--- src/rtl/vga_timing_pkg.sv ---
// Shared timing constants and types for the VGA pixel-timing generator.
// The defaults describe 640x480@60 with a 25 MHz pixel clock.
package vga_timing_pkg;

  typedef logic [9:0] coord_t;

  localparam int H_VISIBLE = 640;
  localparam int H_FRONT   = 16;
  localparam int H_SYNC    = 96;
  localparam int H_BACK    = 48;
  localparam int V_VISIBLE = 480;
  localparam int V_FRONT   = 10;
  localparam int V_SYNC    = 2;
  localparam int V_BACK    = 33;

  // Largest axis length that a coord_t can address.
  localparam int COORD_LIMIT = 1024;

  function automatic int axis_total(input int visible, input int front,
                                    input int sync, input int back);
    return visible + front + sync + back;
  endfunction

  localparam int H_TOTAL = axis_total(H_VISIBLE, H_FRONT, H_SYNC, H_BACK);
  localparam int V_TOTAL = axis_total(V_VISIBLE, V_FRONT, V_SYNC, V_BACK);

endpackage

--- src/rtl/vga_timing_if.sv ---
// Scan-position and sync bundle from the timing generator to the renderers.
interface vga_timing_if;

  logic                   hs;
  logic                   vs;
  logic                   blank;
  vga_timing_pkg::coord_t DrawX;
  vga_timing_pkg::coord_t DrawY;
  logic                   line_start;
  logic                   frame_start;
  logic [15:0]            frame_count;

  modport master (
    output hs, vs, blank, DrawX, DrawY, line_start, frame_start, frame_count
  );

  modport slave (
    input hs, vs, blank, DrawX, DrawY, line_start, frame_start, frame_count
  );

endinterface

--- src/rtl/vga_axis_counter.sv ---
// One scan axis: a wrapping position counter plus its visible and sync decodes.
// Decodes are taken from the next count so they line up with the registered count.
module vga_axis_counter
  import vga_timing_pkg::*;
#(
  parameter int   VISIBLE  = 640,
  parameter int   FRONT    = 16,
  parameter int   SYNC     = 96,
  parameter int   BACK     = 48,
  parameter logic SYNC_POL = 1'b0
) (
  input  logic   vga_clk,
  input  logic   reset,
  input  logic   advance,
  output coord_t count,
  output logic   wrap,
  output logic   active,
  output logic   sync
);

  localparam int TOTAL = axis_total(VISIBLE, FRONT, SYNC, BACK);

  // One extra bit so a sync window ending exactly at 1024 still compares correctly.
  localparam logic [10:0] LAST       = 11'(TOTAL - 1);
  localparam logic [10:0] VIS_END    = 11'(VISIBLE);
  localparam logic [10:0] SYNC_BEGIN = 11'(VISIBLE + FRONT);
  localparam logic [10:0] SYNC_END   = 11'(VISIBLE + FRONT + SYNC);

  coord_t      count_nxt;
  logic [10:0] nxt_ext;
  logic        sync_nxt;

  assign wrap = advance && ({1'b0, count} == LAST);

  // NOTE: every always_comb output gets a default first so no latch is inferred.
  always_comb begin
    count_nxt = count;
    if (wrap) begin
      count_nxt = '0;
    end else if (advance) begin
      count_nxt = count + 1'b1;
    end
  end

  assign nxt_ext  = {1'b0, count_nxt};
  assign sync_nxt = (nxt_ext >= SYNC_BEGIN) && (nxt_ext < SYNC_END);

  // active is combinational: it describes the position the count moves to on this edge.
  assign active = nxt_ext < VIS_END;

  // NOTE: state is updated with non-blocking assignments only.
  always_ff @(posedge vga_clk) begin
    if (reset) begin
      count <= coord_t'(TOTAL - 1);
      sync  <= ~SYNC_POL;
    end else begin
      count <= count_nxt;
      sync  <= sync_nxt ? SYNC_POL : ~SYNC_POL;
    end
  end

endmodule

--- src/rtl/vga_timing_gen.sv ---
// Free-running VGA pixel-timing master: scan position, display enable, sync pulses
// and frame/line markers, all registered and describing the same pixel.
module vga_timing_gen
  import vga_timing_pkg::*;
#(
  parameter int   H_VISIBLE = vga_timing_pkg::H_VISIBLE,
  parameter int   H_FRONT   = vga_timing_pkg::H_FRONT,
  parameter int   H_SYNC    = vga_timing_pkg::H_SYNC,
  parameter int   H_BACK    = vga_timing_pkg::H_BACK,
  parameter int   V_VISIBLE = vga_timing_pkg::V_VISIBLE,
  parameter int   V_FRONT   = vga_timing_pkg::V_FRONT,
  parameter int   V_SYNC    = vga_timing_pkg::V_SYNC,
  parameter int   V_BACK    = vga_timing_pkg::V_BACK,
  parameter logic SYNC_POL  = 1'b0
) (
  input logic          vga_clk,
  input logic          reset,
  vga_timing_if.master vga
);

  localparam int H_LEN = axis_total(H_VISIBLE, H_FRONT, H_SYNC, H_BACK);
  localparam int V_LEN = axis_total(V_VISIBLE, V_FRONT, V_SYNC, V_BACK);

  if (H_LEN > COORD_LIMIT || V_LEN > COORD_LIMIT) begin : g_bad_geometry
    $error("vga_timing_gen: H_TOTAL=%0d / V_TOTAL=%0d exceed %0d", H_LEN, V_LEN, COORD_LIMIT);
  end

  coord_t      h_count, v_count;
  logic        h_wrap, v_wrap;
  logic        h_active, v_active;
  logic        h_sync, v_sync;
  logic        blank_q, line_start_q, frame_start_q;
  logic [15:0] frame_count_q;

  vga_axis_counter #(
    .VISIBLE (H_VISIBLE),
    .FRONT   (H_FRONT),
    .SYNC    (H_SYNC),
    .BACK    (H_BACK),
    .SYNC_POL(SYNC_POL)
  ) u_h_axis (
    .vga_clk(vga_clk),
    .reset  (reset),
    .advance(1'b1),
    .count  (h_count),
    .wrap   (h_wrap),
    .active (h_active),
    .sync   (h_sync)
  );

  // The vertical axis steps on the same edge that the line counter returns to 0,
  // so v_wrap marks the edge that lands on (0,0).
  vga_axis_counter #(
    .VISIBLE (V_VISIBLE),
    .FRONT   (V_FRONT),
    .SYNC    (V_SYNC),
    .BACK    (V_BACK),
    .SYNC_POL(SYNC_POL)
  ) u_v_axis (
    .vga_clk(vga_clk),
    .reset  (reset),
    .advance(h_wrap),
    .count  (v_count),
    .wrap   (v_wrap),
    .active (v_active),
    .sync   (v_sync)
  );

  always_ff @(posedge vga_clk) begin
    if (reset) begin
      blank_q       <= 1'b0;
      line_start_q  <= 1'b0;
      frame_start_q <= 1'b0;
      frame_count_q <= '0;
    end else begin
      blank_q       <= h_active && v_active;
      line_start_q  <= h_wrap;
      frame_start_q <= v_wrap;
      if (v_wrap) begin
        frame_count_q <= frame_count_q + 16'd1;
      end
    end
  end

  assign vga.hs          = h_sync;
  assign vga.vs          = v_sync;
  assign vga.blank       = blank_q;
  assign vga.DrawX       = h_count;
  assign vga.DrawY       = v_count;
  assign vga.line_start  = line_start_q;
  assign vga.frame_start = frame_start_q;
  assign vga.frame_count = frame_count_q;

endmodule

--- src/flat_wrapper.sv ---
// flat-port wrapper written by rule: the top's interface ports become plain ports
module vga_timing_gen_flat import vga_timing_pkg::*;
#(
  parameter int   H_VISIBLE = vga_timing_pkg::H_VISIBLE,
  parameter int   H_FRONT   = vga_timing_pkg::H_FRONT,
  parameter int   H_SYNC    = vga_timing_pkg::H_SYNC,
  parameter int   H_BACK    = vga_timing_pkg::H_BACK,
  parameter int   V_VISIBLE = vga_timing_pkg::V_VISIBLE,
  parameter int   V_FRONT   = vga_timing_pkg::V_FRONT,
  parameter int   V_SYNC    = vga_timing_pkg::V_SYNC,
  parameter int   V_BACK    = vga_timing_pkg::V_BACK,
  parameter logic SYNC_POL  = 1'b0
)
  (vga_clk, reset, vga_hs, vga_vs, vga_blank, vga_DrawX, vga_DrawY, vga_line_start, vga_frame_start, vga_frame_count);
  vga_timing_if vga_i ();
  input logic vga_clk;
  input logic reset;
  output wire logic [$bits(vga_i.hs)-1:0] vga_hs;
  output wire logic [$bits(vga_i.vs)-1:0] vga_vs;
  output wire logic [$bits(vga_i.blank)-1:0] vga_blank;
  output wire logic [$bits(vga_i.DrawX)-1:0] vga_DrawX;
  output wire logic [$bits(vga_i.DrawY)-1:0] vga_DrawY;
  output wire logic [$bits(vga_i.line_start)-1:0] vga_line_start;
  output wire logic [$bits(vga_i.frame_start)-1:0] vga_frame_start;
  output wire logic [$bits(vga_i.frame_count)-1:0] vga_frame_count;
  assign vga_hs = vga_i.hs;
  assign vga_vs = vga_i.vs;
  assign vga_blank = vga_i.blank;
  assign vga_DrawX = vga_i.DrawX;
  assign vga_DrawY = vga_i.DrawY;
  assign vga_line_start = vga_i.line_start;
  assign vga_frame_start = vga_i.frame_start;
  assign vga_frame_count = vga_i.frame_count;
  vga_timing_gen #(.H_VISIBLE(H_VISIBLE), .H_FRONT(H_FRONT), .H_SYNC(H_SYNC), .H_BACK(H_BACK), .V_VISIBLE(V_VISIBLE), .V_FRONT(V_FRONT), .V_SYNC(V_SYNC), .V_BACK(V_BACK), .SYNC_POL(SYNC_POL)) u_core (.vga_clk(vga_clk), .reset(reset), .vga(vga_i));
endmodule
--- config.mk ---
export PLATFORM = sky130hd
export DESIGN_NAME = vga_timing_gen_flat
export DESIGN_NICKNAME = d
export VERILOG_FILES = /design/src/rtl/vga_timing_pkg.sv /design/src/rtl/vga_timing_if.sv /design/src/rtl/vga_axis_counter.sv /design/src/rtl/vga_timing_gen.sv /design/src/flat_wrapper.sv
export SDC_FILE = /design/constraint.sdc
export NUM_CORES = 1
export LEC_CHECK = 0
export CORE_AREA = 2 2 62 87
export DETAILED_ROUTE_END_ITERATION = 8
export DIE_AREA = 0 0 64 89
export DONT_BUFFER_PORTS = 1
export SLEW_MARGIN = 0
export SYNTH_ARGS = -nofsm -noshare
export SYNTH_HDL_FRONTEND = slang
export SYNTH_HIERARCHICAL = 1
export SYNTH_SLANG_ARGS = --single-unit
--- constraint.sdc ---
create_clock -name vga_clk -period 3.17 [get_ports vga_clk]
set_input_delay 0.317 -clock vga_clk [delete_from_list [all_inputs] [get_ports vga_clk]]
set_output_delay 0.317 -clock vga_clk [all_outputs]
set_load 0.05 [all_outputs]
=== Yosys cells after proc, flatten, opt, wreduce, memory -nomap -nowiden ===
Index checks and enable logic that the tools add are counted.

* Equal/unequal tests: 2
* Mux-type cells: 5
* Reductions and logical operators: 4
* $lt $le $gt $ge: 6
* Add/subtract/negate cells: 3

{| class="wikitable"
|+ Operators with widths
! cell !! number
|-
| $mux 10 || 3
|-
| $add 10x1->10 const B || 2
|-
| $eq 10x10->1 const B || 2
|-
| $lt 10x10->1 const B || 2
|-
| $lt 10x9->1 const B || 2
|-
| $add 16x1->16 const B || 1
|-
| $ge 10x10->1 const B || 1
|-
| $ge 10x9->1 const B || 1
|-
| $logic_and 1x1->1 || 4
|-
| $mux 1 || 2
|}

* Flip-flop bits (word level): 41
* Output and inout port bits: 41
* Logic and storage cells: 28
* Input port bits: 2

=== Longest topological paths before layout ===
* Word-level depth: 6
* Depth in mapped cells: 13

=== Hierarchy ===
Netlist, hierarchy kept.

{| class="wikitable"
|+ By module, submodules not included
! module !! cells each !! sequential area each (um2) !! area each (um2) !! times used
|-
| vga_timing_gen || 87 || 380.4 || 818.3 || 1
|-
| vga_axis_counter (u_core.u_h_axis) || 76 || 220.2 || 711.9 || 1
|-
| vga_axis_counter (u_core.u_v_axis) || 72 || 220.2 || 629.4 || 1
|}

=== Worst setup path after synthesis ===
OpenSTA, ideal clock, no wires.

* Path type: register to register
* Start: reg u_core.u_h_axis.count[0]
* End: reg u_core.frame_count_q[13], in the netlist u_core/vga.frame_count[13]
* Data arrival time: 3,234 ps
* Setup time: 121 ps
* Clock period less this slack: 3,355 ps
* Buffers on the path: 4
* Setup slack: -185 ps
* Stages on the path, launching flop included: 14
* Cells stage by stage: dfxtp_1 ha_1 nand3_1 nor4_4 buf_6 and3_1 and3_1 clkbuf_2 buf_6 and4_1 buf_6 and2_2 nand4_1 mux2_2

* Word-level cells in the longest chain between the ends: 2

{| class="wikitable"
|+ RTL lines
! item !! RTL line !! text
|-
| start: declaration || vga_axis_counter.sv:15 || <nowiki>output coord_t count,</nowiki>
|-
| start signal: assignment || vga_axis_counter.sv:54 || <nowiki>count <= coord_t'(TOTAL - 1);</nowiki>
|-
| start signal: assignment || vga_axis_counter.sv:57 || <nowiki>count <= count_nxt;</nowiki>
|-
| $eq 10x10->1 || vga_axis_counter.sv:33 || <nowiki>assign wrap = advance && ({1'b0, count} == LAST);</nowiki>
|-
| net u_core.h_wrap || vga_timing_gen.sv:29 || <nowiki>logic h_wrap, v_wrap;</nowiki>
|-
| $logic_and 1x1->1 || vga_axis_counter.sv:33 ||
|-
| net u_core.v_wrap || vga_timing_gen.sv:29 ||
|-
| end signal: assignment || vga_timing_gen.sv:80 || <nowiki>frame_count_q <= frame_count_q + 16'd1;</nowiki>
|-
| end: declaration || vga_timing_gen.sv:33 || <nowiki>logic [15:0] frame_count_q;</nowiki>
|}

The timed path passes the listed nets, and every way through them passes these cells.
A chain may end at the register's enable or synchronous reset.

=== Worst setup path after layout ===
* Start: reg u_core.u_h_axis.count[2]
* End: reg u_core.blank_q, in the netlist u_core/vga.blank

* Word-level cells in the longest chain between the ends: 5

{| class="wikitable"
|+ RTL lines
! item !! RTL line !! text
|-
| $eq 10x10->1 (*) || vga_axis_counter.sv:33 ||
|-
| net u_core.h_wrap || vga_timing_gen.sv:29 ||
|-
| $mux 10 or $logic_and 1x1->1 (tied branches) || vga_axis_counter.sv:40, vga_axis_counter.sv:33 ||
|-
| $mux 10 (*) || vga_axis_counter.sv:38 || <nowiki>if (wrap) begin</nowiki>
|-
| $lt 10x9->1 (*) || vga_axis_counter.sv:49 || <nowiki>assign active = nxt_ext < VIS_END;</nowiki>
|-
| net u_core.v_active || vga_timing_gen.sv:30 || <nowiki>logic h_active, v_active;</nowiki>
|-
| $logic_and 1x1->1 (*) || vga_timing_gen.sv:76 || <nowiki>blank_q <= h_active && v_active;</nowiki>
|-
| end signal: assignment || vga_timing_gen.sv:76 ||
|-
| end: declaration || vga_timing_gen.sv:32 || <nowiki>logic blank_q, line_start_q, frame_start_q;</nowiki>
|}

Mark *: on every way through the listed nets, which the timed path passes. The rest lies on a longest branch.

==> metrics <==
Max Clock Skew=0.0151 ns; Core Rows=30; Final min period=2.60 ns; Die Y=89 um; number of global-route vias before repair=1533; PwrDens=803 nW/um^2; top cell type's share of synthesized area=0.380; largest family of logic cells by synthesized area=simple AND/OR/NAND/NOR gates; Yosys top cell by area=dfxtp_1; TNS Setup=0 ns; Syn. warnings=6; outcome=complete, no violations; fraction of layout cells with a size suffix above 1=0.192; Num CTS Buffers=5; final cycle utilization of the critical path=0.819; first-pass GRT wire length=7670 um; routed wire length per instance=15.3 um; #FFs+latches synth=41; Post-Syn Area per Cell=9.19 um^2; post-synthesis mux area share=0.0191; Worst-Margin Slew=0.700 ns; largest net degree at the start of global routing=43; Final Non-Filler Cells=309; Vias per Instance=5.45; die area=5700 um^2; diode count=0; total gr overflow=0; CP Launch Type=register; initial antenna violation count=0; critical path peak fanout=15; Max clock buf depth=2; Pre-antenna DRT Iters=4; Min Hold Slack=0.0754 ns; fraction of the yosys area taken by sequential cells=0.380; Simple-Gate Fraction of Synth Area=0.319; most common cell in the netlist=dfxtp_1; Root Buffer=clkbuf_8; Layout Nets=250; Reg clk slew, reported paths=0.09 ns; Starting Density=0.446; clk_lat worst skew=0.30 ns; # clock sinks=41; DP Wirelength=3340 um; core footprint=4840 um^2; R2R setup slack=0.57 ns; via count=1685; Area Overhead vs Synth=10.3%; Area contributors post-synth=dfxtp_1 (38%), xor2_1 (6.5%), xnor2_1 (4.5%); GRT Util Overall=0.170; max-slew violation count=0; main flop type after synthesis=dfxtp_1; worst hold path type=in -> reg; post-CTS setup repair buffer count=0; GP Congestion=0.787; CTS tree=yes; filler cell count=476; Leakage=0.000910 uW; area share of fa/ha/maj cells after synthesis=0.0232; Synth cell types=59; unrepaired setup endpoints after global routing=false; Cells after Synth=235; die width=64 um; crit end category=register; CTS-repair resized insts=0; Max Freq=385 MHz; number of synthesized flops with an enable pin=0; Inst Count DP=301; VDD IR max=367 uV; DRC errors left=0; XOR/XNOR Fraction of Synth Area=0.110; Net Count, Synth=241; Mapped Area=2160 um^2; antenna-violating nets left=0; Fin. Hold Viols=0; Compound-Gate Fraction of Synth Area=0.0921; Max Cap Viol=0; CP Data Required Time=3.37 ns; max_slew headroom=0.533; port bufs=0; top post-synthesis cells by count=dfxtp_1 (41), nor2_1 (24), xor2_1 (16); worst path arrival time=2.80 ns; Final Setup Violations=0; CTS Hold Buffers Added=0; CTS H-Tree Depth=2; Iter 0 DRT Violations=99; io pins=43; WL final=4720 um; ys async rst share=0; WS Path Type=reg -> reg
[cell families (layout without fill, tap and decap cells)]
| group | Yosys count | after routing |
|---|---|---|
| adders and majority gates | 4 | 4 |
| buffers and inverters | 18 | 28 |
| and+or+nand+nor | 111 | 111 |
| DFF | 41 | 41 |
| muxes | 4 | 4 |
| other | 1 | 1 |
| xor gates and xnor gates | 27 | 27 |
| AOI/OAI and AO/OA | 29 | 29 |
[path summary, 6_finish.rpt]
kind | from | endpoint | cells after the start
min | reset | u_core/vga.frame_count[5]$_SDFFE_PP0P_ | 1
max | u_core/u_h_axis/count[2]$_SDFF_PP1_ | u_core/vga.blank$_SDFF_PP0_ | 9
max reg2reg | u_core/u_h_axis/count[2]$_SDFF_PP1_ | u_core/vga.blank$_SDFF_PP0_ | 9
min reg2reg | u_core/u_h_axis/count[1]$_SDFF_PP1_ | u_core/u_h_axis/count[1]$_SDFF_PP1_ | 3
[per-layer routing]
layer,share of wire,global-route usage,vias to the layer above
li1,-,-,843
met1,0.42,0.187,798
met2,0.51,0.310,38
met3,0.049,0.0466,6
met4,0.015,0.0652,0
met5,0,0,-
[critical path, cell delays in order (launching register included)]
cell and delay, ns:
dfxtp_2 0.52, nand3_1 0.28, nor4_4 0.30, buf_4 0.29, nand4_4 0.18, or4_1 0.50, a21o_1 0.21, nor2b_4 0.12
nand2_1 0.07, nor2_1 0.04
[through the flow]
step | total power, uW | cell area, um^2 | setup slack (ns) | utilization
2_1_floorplan | 1370 | 2170 | 0.00280 | -
3_3_place_gp | 1490 | 2270 | 0.629 | 0.468
3_5_place_dp | 1500 | 2270 | 0.558 | 0.468
4_1_cts | 1940 | 2380 | 0.552 | 0.492
5_1_grt | 2010 | 2380 | 0.413 | 0.492
6_report | 1910 | 2380 | 0.574 | 0.492
[sequential cells by signal, summed over array words and instances, names as in the netlist]
| name | cells |
|---|---|
| u_core/u_h_axis/count | 10 |
| u_core/u_h_axis/sync | 1 |
| u_core/u_v_axis/count | 10 |
| u_core/u_v_axis/sync | 1 |
| u_core/vga.blank | 1 |
| u_core/vga.frame_count | 16 |
| u_core/vga.frame_start | 1 |
| u_core/vga.line_start | 1 |
[layout make-up]
| cell class | instances | area [um^2] | share of cell area |
|---|---|---|---|
| Multi-Input combinational cell | 176 | 1220 | 0.512 |
| Sequential cell | 41 | 828 | 0.348 |
| Timing Repair Buffer | 17 | 128 | 0.0536 |
| Tap cell | 64 | 80.1 | 0.0336 |
| Clock buffer | 5 | 68.8 | 0.0289 |
| Clock inverter | 3 | 46.3 | 0.0194 |
| Inverter | 3 | 11.3 | 0.00473 |
[report_power, final]
| part | total [uW] | internal (uW) | switching (uW) | leakage (uW) |
|---|---|---|---|---|
| clock network | 433 | 236 | 197 | 0.0000543 |
| logic | 730 | 271 | 459 | 0.000525 |
| registers | 750 | 592 | 158 | 0.000331 |
[cells in the final DEF (no fill, tap or decap), types with 6 or more instances in the layout]
cell,n
xnor2_1,11
nor2_1,24
dfxtp_1,35
a21oi_1,7
dfxtp_2,6
nand3_1,9
xor2_1,16
nor3_1,12
buf_4,17
o21bai_1,6
nand2_1,14
nand4_1,10
(Power assumes the default switching activity.)
